<file path="src/rtl/life_ctrl_sequencer_pkg.sv">
// Shared constants and FSM encoding for the life array control stage.
package life_ctrl_sequencer_pkg;

   localparam int ROWS      = 16;
   localparam int COLS      = 16;
   localparam int ROW_IDX_W = 4;
   localparam int CNT_W     = 24;

   typedef enum logic [2:0] {
      S_IDLE,
      S_LOAD,
      S_STEP,
      S_SETTLE,
      S_FETCH,
      S_PRESENT,
      S_WAIT
   } state_e;

endpackage

</file>
<file path="src/rtl/life_ctrl_sequencer_if.sv">
// Row scan-out stream from the sequencer to the display/UART consumer.
interface life_ctrl_sequencer_if;
   import life_ctrl_sequencer_pkg::*;

   logic [COLS-1:0]      row_data;
   logic [ROW_IDX_W-1:0] row_idx;
   logic                 row_last;
   logic                 row_valid;
   logic                 row_ready;

   modport master (
      output row_data,
      output row_idx,
      output row_last,
      output row_valid,
      input  row_ready
   );

   modport slave (
      input  row_data,
      input  row_idx,
      input  row_last,
      input  row_valid,
      output row_ready
   );

endinterface

</file>
<file path="src/rtl/life_ctrl_sequencer_timer.sv">
// Saturating generation-period counter with synchronous clear.
module life_period_timer
   import life_ctrl_sequencer_pkg::*;
#(
   parameter int PERIOD = 1000
) (
   input  logic clk,
   input  logic reset,
   input  logic clr,
   output logic done
);

   localparam logic [CNT_W-1:0] LAST = CNT_W'(PERIOD - 1);

   logic [CNT_W-1:0] cnt_q;
   logic [CNT_W-1:0] cnt_d;

   always_comb begin
      cnt_d = cnt_q;
      if (clr) begin
         cnt_d = '0;
      end else if (cnt_q != LAST) begin
         cnt_d = cnt_q + 1'b1;
      end
   end

   always_ff @(posedge clk or negedge reset) begin
      if (!reset) begin
         cnt_q <= '0;
      end else begin
         cnt_q <= cnt_d;
      end
   end

   assign done = (cnt_q == LAST);

endmodule

</file>
<file path="src/rtl/life_ctrl_sequencer.sv">
// Control stage for the 16x16 life array: pattern load, stepping, scan-out.
module life_ctrl_sequencer
   import life_ctrl_sequencer_pkg::*;
#(
   parameter int STEP_PERIOD = 1000,
   parameter int GEN_W       = 16
) (
   input  logic                 clk,
   input  logic                 reset,
   input  logic                 cfg_wr,
   input  logic [ROW_IDX_W-1:0] cfg_addr,
   input  logic [COLS-1:0]      cfg_data,
   output logic                 cfg_ready,
   input  logic                 run,
   input  logic                 single_step,
   input  logic                 snap,
   output logic [COLS-1:0]      arr_vali,
   output logic [ROW_IDX_W-1:0] arr_vali_sel,
   output logic                 arr_write_enb,
   output logic                 arr_step,
   output logic [ROW_IDX_W-1:0] arr_valo_sel,
   input  logic [COLS-1:0]      arr_valo,
   life_ctrl_sequencer_if.master row_if,
   output logic [GEN_W-1:0]     generation,
   output logic                 busy
);

   localparam logic [ROW_IDX_W-1:0] LAST_ROW = ROW_IDX_W'(ROWS - 1);

   state_e               state_q, state_d;
   logic [ROW_IDX_W-1:0] ptr_q, ptr_d;
   logic [COLS-1:0]      vali_q, vali_d;
   logic [ROW_IDX_W-1:0] vsel_q, vsel_d;
   logic [GEN_W-1:0]     gen_q, gen_d;
   logic [COLS-1:0]      data_q, data_d;
   logic                 first_q, first_d;
   logic                 single_q, single_d;
   logic                 period_done;

   life_period_timer #(
      .PERIOD (STEP_PERIOD)
   ) u_timer (
      .clk   (clk),
      .reset (reset),
      .clr   (state_d == S_STEP),
      .done  (period_done)
   );

   always_comb begin
      state_d  = state_q;
      ptr_d    = ptr_q;
      vali_d   = vali_q;
      vsel_d   = vsel_q;
      gen_d    = gen_q;
      single_d = single_q;
      first_d  = (state_q == S_FETCH);
      data_d   = first_q ? arr_valo : data_q;
      unique case (state_q)
         S_IDLE: begin
            if (cfg_wr) begin
               state_d = S_LOAD;
               vali_d  = cfg_data;
               vsel_d  = cfg_addr;
            end else if (single_step || run) begin
               state_d  = S_STEP;
               single_d = single_step;
            end else if (snap) begin
               state_d  = S_FETCH;
               single_d = 1'b1;
            end
         end
         S_LOAD: state_d = S_IDLE;
         S_STEP: begin
            gen_d   = gen_q + 1'b1;
            state_d = S_SETTLE;
         end
         S_SETTLE: begin
            ptr_d   = '0;
            state_d = S_FETCH;
         end
         S_FETCH: state_d = S_PRESENT;
         S_PRESENT: begin
            // pointer wraps to 0 after the last row, ready for a snap
            if (row_if.row_ready) begin
               ptr_d = ptr_q + 1'b1;
               if (ptr_q != LAST_ROW) begin
                  state_d = S_FETCH;
               end else if (!single_q && run) begin
                  state_d = S_WAIT;
               end else begin
                  state_d = S_IDLE;
               end
            end
         end
         S_WAIT: begin
            single_d = 1'b0;
            if (!run) begin
               state_d = S_IDLE;
            end else if (period_done) begin
               state_d = S_STEP;
            end
         end
         default: state_d = S_IDLE;
      endcase
   end

   always_ff @(posedge clk or negedge reset) begin
      if (!reset) begin
         state_q  <= S_IDLE;
         ptr_q    <= '0;
         vali_q   <= '0;
         vsel_q   <= '0;
         gen_q    <= '0;
         data_q   <= '0;
         first_q  <= 1'b0;
         single_q <= 1'b0;
      end else begin
         state_q  <= state_d;
         ptr_q    <= ptr_d;
         vali_q   <= vali_d;
         vsel_q   <= vsel_d;
         gen_q    <= gen_d;
         data_q   <= data_d;
         first_q  <= first_d;
         single_q <= single_d;
      end
   end

   assign cfg_ready     = (state_q == S_IDLE);
   assign busy          = (state_q != S_IDLE);
   assign arr_write_enb = (state_q == S_LOAD);
   assign arr_step      = (state_q == S_STEP);
   assign arr_vali      = vali_q;
   assign arr_vali_sel  = vsel_q;
   assign arr_valo_sel  = ptr_q;
   assign generation    = gen_q;

   // first PRESENT cycle shows the array readback directly, then the held copy
   assign row_if.row_data  = first_q ? arr_valo : data_q;
   assign row_if.row_idx   = ptr_q;
   assign row_if.row_valid = (state_q == S_PRESENT);
   assign row_if.row_last  = (state_q == S_PRESENT) && (ptr_q == LAST_ROW);

endmodule

</file>
<file path="src/flat_wrapper.sv">
// flat-port wrapper written by rule: the top's interface ports become plain ports
module life_ctrl_sequencer_flat import life_ctrl_sequencer_pkg::*;
#(
   parameter int STEP_PERIOD = 1000,
   parameter int GEN_W       = 16
)
  (clk, reset, cfg_wr, cfg_addr, cfg_data, cfg_ready, run, single_step, snap, arr_vali, arr_vali_sel, arr_write_enb, arr_step, arr_valo_sel, arr_valo, generation, busy, row_if_row_data, row_if_row_idx, row_if_row_last, row_if_row_valid, row_if_row_ready);
  life_ctrl_sequencer_if row_if_i ();
  input  logic clk;
  input  logic reset;
  input  logic cfg_wr;
  input  logic [ROW_IDX_W-1:0] cfg_addr;
  input  logic [COLS-1:0] cfg_data;
  output logic cfg_ready;
  input  logic run;
  input  logic single_step;
  input  logic snap;
  output logic [COLS-1:0] arr_vali;
  output logic [ROW_IDX_W-1:0] arr_vali_sel;
  output logic arr_write_enb;
  output logic arr_step;
  output logic [ROW_IDX_W-1:0] arr_valo_sel;
  input  logic [COLS-1:0] arr_valo;
  output logic [GEN_W-1:0] generation;
  output logic busy;
  output wire logic [$bits(row_if_i.row_data)-1:0] row_if_row_data;
  output wire logic [$bits(row_if_i.row_idx)-1:0] row_if_row_idx;
  output wire logic [$bits(row_if_i.row_last)-1:0] row_if_row_last;
  output wire logic [$bits(row_if_i.row_valid)-1:0] row_if_row_valid;
  input wire logic [$bits(row_if_i.row_ready)-1:0] row_if_row_ready;
  assign row_if_row_data = row_if_i.row_data;
  assign row_if_row_idx = row_if_i.row_idx;
  assign row_if_row_last = row_if_i.row_last;
  assign row_if_row_valid = row_if_i.row_valid;
  assign row_if_i.row_ready = row_if_row_ready;
  life_ctrl_sequencer #(.STEP_PERIOD(STEP_PERIOD), .GEN_W(GEN_W)) u_core (.clk(clk), .reset(reset), .cfg_wr(cfg_wr), .cfg_addr(cfg_addr), .cfg_data(cfg_data), .cfg_ready(cfg_ready), .run(run), .single_step(single_step), .snap(snap), .arr_vali(arr_vali), .arr_vali_sel(arr_vali_sel), .arr_write_enb(arr_write_enb), .arr_step(arr_step), .arr_valo_sel(arr_valo_sel), .arr_valo(arr_valo), .row_if(row_if_i), .generation(generation), .busy(busy));
endmodule
</file>
<file path="config.mk">
export PLATFORM = sky130hd
export DESIGN_NAME = life_ctrl_sequencer_flat
export DESIGN_NICKNAME = d
export VERILOG_FILES = /design/src/rtl/life_ctrl_sequencer_pkg.sv /design/src/rtl/life_ctrl_sequencer_if.sv /design/src/rtl/life_ctrl_sequencer_timer.sv /design/src/rtl/life_ctrl_sequencer.sv /design/src/flat_wrapper.sv
export SDC_FILE = /design/constraint.sdc
export NUM_CORES = 1
export LEC_CHECK = 0
export CAP_MARGIN = 20
export CORE_MARGIN = 2
export CORE_UTILIZATION = 35
export CTS_CLUSTER_DIAMETER = 40
export CTS_CLUSTER_SIZE = 10
export DETAILED_ROUTE_END_ITERATION = 16
export SYNTH_ARGS = -nofsm -noshare
export SYNTH_HDL_FRONTEND = slang
export SYNTH_SLANG_ARGS = --single-unit
</file>
<file path="constraint.sdc">
create_clock -name clk -period 1.9 [get_ports clk]
set_input_delay 0.19 -clock clk [delete_from_list [all_inputs] [get_ports clk]]
set_output_delay 0.19 -clock clk [all_outputs]
set_load 0.02 [all_outputs]
</file>
==> results of run 1 <==
==> kinds of logic (layout without fill, tap and decap cells) <==
group,Yosys count,after routing,synth area share
xor gates and xnor gates,36,36,0.0798
muxes,39,39,0.111
and+or+nand+nor,128,128,0.179
adders and majority gates,3,3,0.00950
AOI/OAI and AO/OA,26,26,0.0447
DFF,85,85,0.538
buffers and inverters,26,172,0.0380
==> placed cells by master, fill, tap and decap left out, types with 3 or more instances in the layout <==
master	synthesis	routed
mux2_2	37	37
nand4_1	10	10
clkdlybuf4s50_1	0	85
buf_4	4	34
nor2_2	20	21
dfrtp_2	0	3
clkbuf_16	0	9
xor2_1	15	15
nand2_1	23	23
nor2_1	15	14
nand3_1	17	16
buf_12	2	5
nor2b_1	4	4
nor4_1	6	5
and3_1	10	10
a21oi_1	4	4
a22oi_1	3	3
nor3_1	10	9
dlygate4sd2_1	0	22
o21ai_0	12	12
inv_1	9	9
dfrtp_1	85	82
xnor2_1	21	21
==> per-layer routing <==
layer	part of all wire	GRT usage	wire length (um)	up-vias
li1	-	-	-	1467
met3	0.056	0.0317	500	13
met1	0.45	0.206	4040	1470
met2	0.48	0.256	4270	86
met5	0	0	0	-
met4	0.017	0.0616	153	0
==> area by class of cell <==
cell class	count	area, sq um	area share
sequential	85	2130	0.369
timing repair buffer	147	1410	0.244
inverter	9	33.8	0.00585
tap	140	175	0.0303
clock buffer	9	225	0.0390
clock inverter	7	72.6	0.0126
multi-input combinational	232	1730	0.300
==> worst max-delay path, delay by kind of cell, from the launching register on <==
kind	cells	cell delay [ns]
buffers and inverters	1	0.20
DFF	1	0.38
muxes	1	0.23
and+or+nand+nor	3	0.93
==> power groups by stage <==
| stage | sequential (W) | combinational (W) | clock, W |
|---|---|---|---|
| 6_report | 0.00310 | 0.00463 | 0.00175 |
| 5_1_grt | 0.00320 | 0.00502 | 0.00189 |
| 4_1_cts | 0.00307 | 0.00454 | 0.00181 |
| 3_5_place_dp | 0.00309 | 0.00473 | 0 |
| 3_3_place_gp | 0.00306 | 0.00467 | 0 |
| 2_1_floorplan | 0.00342 | 0.00232 | 0 |
==> per-stage QoR <==
stage / setup WS (ns) / instances / hold WS (ns) / utilization / TNS [ns]
floorplan: -0.0501 / 343 / -0.106 / - / -0.996
global placement: -0.0638 / 606 / 0.0916 / 0.494 / -1.25
detailed placement: -0.0848 / 606 / 0.0964 / 0.494 / -1.70
CTS: 0.0110 / 623 / 0.277 / 0.521 / 0
global route: -0.0253 / 629 / 0.300 / 0.528 / -0.214
finish: 0.0484 / 629 / 0.289 / 0.528 / 0
==> worst paths after layout <==
path | slack (ns) | cells past startpoint | end | start
max | 0.05 | 5 | u_core.u_timer.cnt_q[1] | u_core.u_timer.cnt_q[17]
min | 0.29 | 2 | u_core.arr_vali[6] | reset
max reg2reg | 0.05 | 5 | u_core.u_timer.cnt_q[1] | u_core.u_timer.cnt_q[17]
min reg2reg | 0.47 | 1 | u_core.generation[15] | u_core.generation[15]
max in group asynchronous | 1.02 | 3 | u_core.u_timer.cnt_q[22] | reset
min in group clk | 0.47 | 1 | u_core.generation[15] | u_core.generation[15]
==> sequential cells by signal, summed over array words and instances (netlist names) <==
register and count:
u_core.first_q 1, u_core.arr_vali 16, u_core.u_timer.cnt_q 24, u_core.arr_vali_sel 4
u_core.data_q 16, u_core.single_q 1, u_core.generation 16, u_core.arr_valo_sel 4
u_core.state_q 3
==> what timing repair did <==
| action | 4_1_cts | 5_1_grt |
|---|---|---|
| endpoints found under the setup margin | 34 | 24 |
| gates resized for setup | 25 | 7 |
| buffers inserted | 0 | 6 |
| hold buffers | 1 | 0 |
| pin swaps | 1 | 3 |
| hold endpoints to repair | 19 | 0 |
==> Yosys cell counts (2+ instances only) <==
library cell	instances
buf_12	2
inv_1	9
or3_1	2
nor4_1	6
xor2_1	15
buf_4	4
and2_1	2
a22oi_1	3
nor3_1	10
and3_1	10
a21oi_1	4
nand3_1	17
a221oi_1	2
nand4_1	10
nand2_1	23
buf_2	3
o21ai_0	12
clkbuf_1	7
or4_4	2
nor2_1	15
dfrtp_1	85
nor2b_1	4
nor2_2	20
xnor2_1	21
mux2_2	37
mux2i_1	2
ha_1	3
==> results.yml, run 1 <==
floorplanning:
  die_w_um: 110
  initial_utilization: 0.361
  pin_count: 109
  die_y_um: 110
  fp-row-count: 38
  core-area_sq_um: 10900
  fp.dieArea_sq_um: 12200
synth:
  synth_top_area_cell: "dfrtp_1"
  synth.area.top_cells: "dfrtp_1 (54%), mux2_2 (11%), xnor2_1 (4.7%), xor2_1 (3.3%), nor2_2 (3.2%)"
  synth_cells: 343
  synth_top_area_share: 0.538
  synthesis.area_sq_um: 3950
  ys_warn_count: 0
  synth-edff-count: 0
  syn_nets: 389
  synth-seq-cells: 85
  synthArstFlopShare: 1.00
  synth_top_flop_cell: "dfrtp_1"
  synth_cell_type_count: 40
  ys_seq_area_frac: 0.538
  avgSynthCellArea_sq_um: 11.5
setup_path:
  cp_data_required_time_ns: 2.12
  start_kind: "register"
  critical_path_arrival_ns: 2.07
  critPathKind: "register to register"
  cp-end-kind: "register"
  max_stage_delay_ns: 0.55
  worstPathCellList: "or4_4 > nor4_4 > buf_4 > mux2i_2 > nor2_2"
  cpMaxStageDelayCell: "or4_4"
  crit_fanout: 5
power:
  p_sw_frac: 0.372
  internal_power_w: 0.00594
  finalPower_w: 0.00947
  p_leak_nw: 2.47
  power.switching_w: 0.00353
  p_per_area_nw_per_um2: 1640
  seq_power_share: 0.327
  clockPowerShare: 0.184
  vdd.ir_drop.worst_mv: 0.997
  combinationalPowerShare: 0.488
grt:
  grt_antenna_before_repair: 0
  grt_pass1_vias: 3113
  grt.overflow.total: 0
  grt_max_degree: 45
  grt_pass1_wl_um: 15000
  grtUsageTotal: 0.157
sta:
  fin_crit_ns: 1.85
  grt_setup_unrepaired: "true"
  hold_violations: 0
  fin_skew_ns: 0.00640
  finalMaxSlewViolations: 0
  fmax_mhz: 540
  tightest_slew_ns: 0.339
  maxSlewHeadroom: 0.772
  finalCritPeriodShare: 0.975
  setup_viol: 0
clock_tree:
  htree_levels: 3
  clk_latency_ns: 0.33
  cts_buffer_depth: 2
  root_buffer: "clkbuf_16"
  numCtsBuffers: 9
  clk_pin_slew_ns: 0.06
  cts_tree: "done"
  clock_sinks: 85
run_status:
  status: "finished, final reports clean"
placement:
  placedInstanceArea_sq_um: 5400
  io_buffer_count: 108
  place_hpwl_um: 6580
  gp_congestion: 0.836
route:
  wl_per_cell_um: 14.2
  dr.pass1.iters: 4
  first_iter_violations: 132
  post_drt_via_cell_ratio: 4.83
  ant_nets: 0
  drt_wl_total_um: 8960
  drc: 0
  via_count: 3036
cells_and_area:
  final_cell_area_sq_um: 5780
  area_growth_pct: 46.2
  antennaDiodeCount: 0
  fill_cells: 999
  drive_gt1_frac: 0.264
  num-nets-final: 530
run:
  drv_cap: 0
min_path:
  hold_class: "input port to asynchronous set/reset pin"
No activity file was read; power rests on OpenSTA's default activity.
==> inputs of run 2 (changes only) <==
--- a/config.mk
+++ b/config.mk
@@ -8,7 +8,7 @@
 export CAP_MARGIN = 20
 export CORE_MARGIN = 2
 export CORE_UTILIZATION = 35
-export CTS_CLUSTER_DIAMETER = 40
+export CTS_CLUSTER_DIAMETER = 60
 export CTS_CLUSTER_SIZE = 10
 export DETAILED_ROUTE_END_ITERATION = 16
 export SYNTH_ARGS = -nofsm -noshare
==> results of run 2 <==
Final layout, timing and power as in run 1 (identical DEF).
==> inputs of run 3 (changes only) <==
--- a/config.mk
+++ b/config.mk
@@ -5,7 +5,7 @@
 export SDC_FILE = /design/constraint.sdc
 export NUM_CORES = 1
 export LEC_CHECK = 0
-export CAP_MARGIN = 20
+export CAP_MARGIN = 15
 export CORE_MARGIN = 2
 export CORE_UTILIZATION = 35
 export CTS_CLUSTER_DIAMETER = 60
==> results of run 3 <==
Final layout, timing and power as in run 1 (identical DEF).
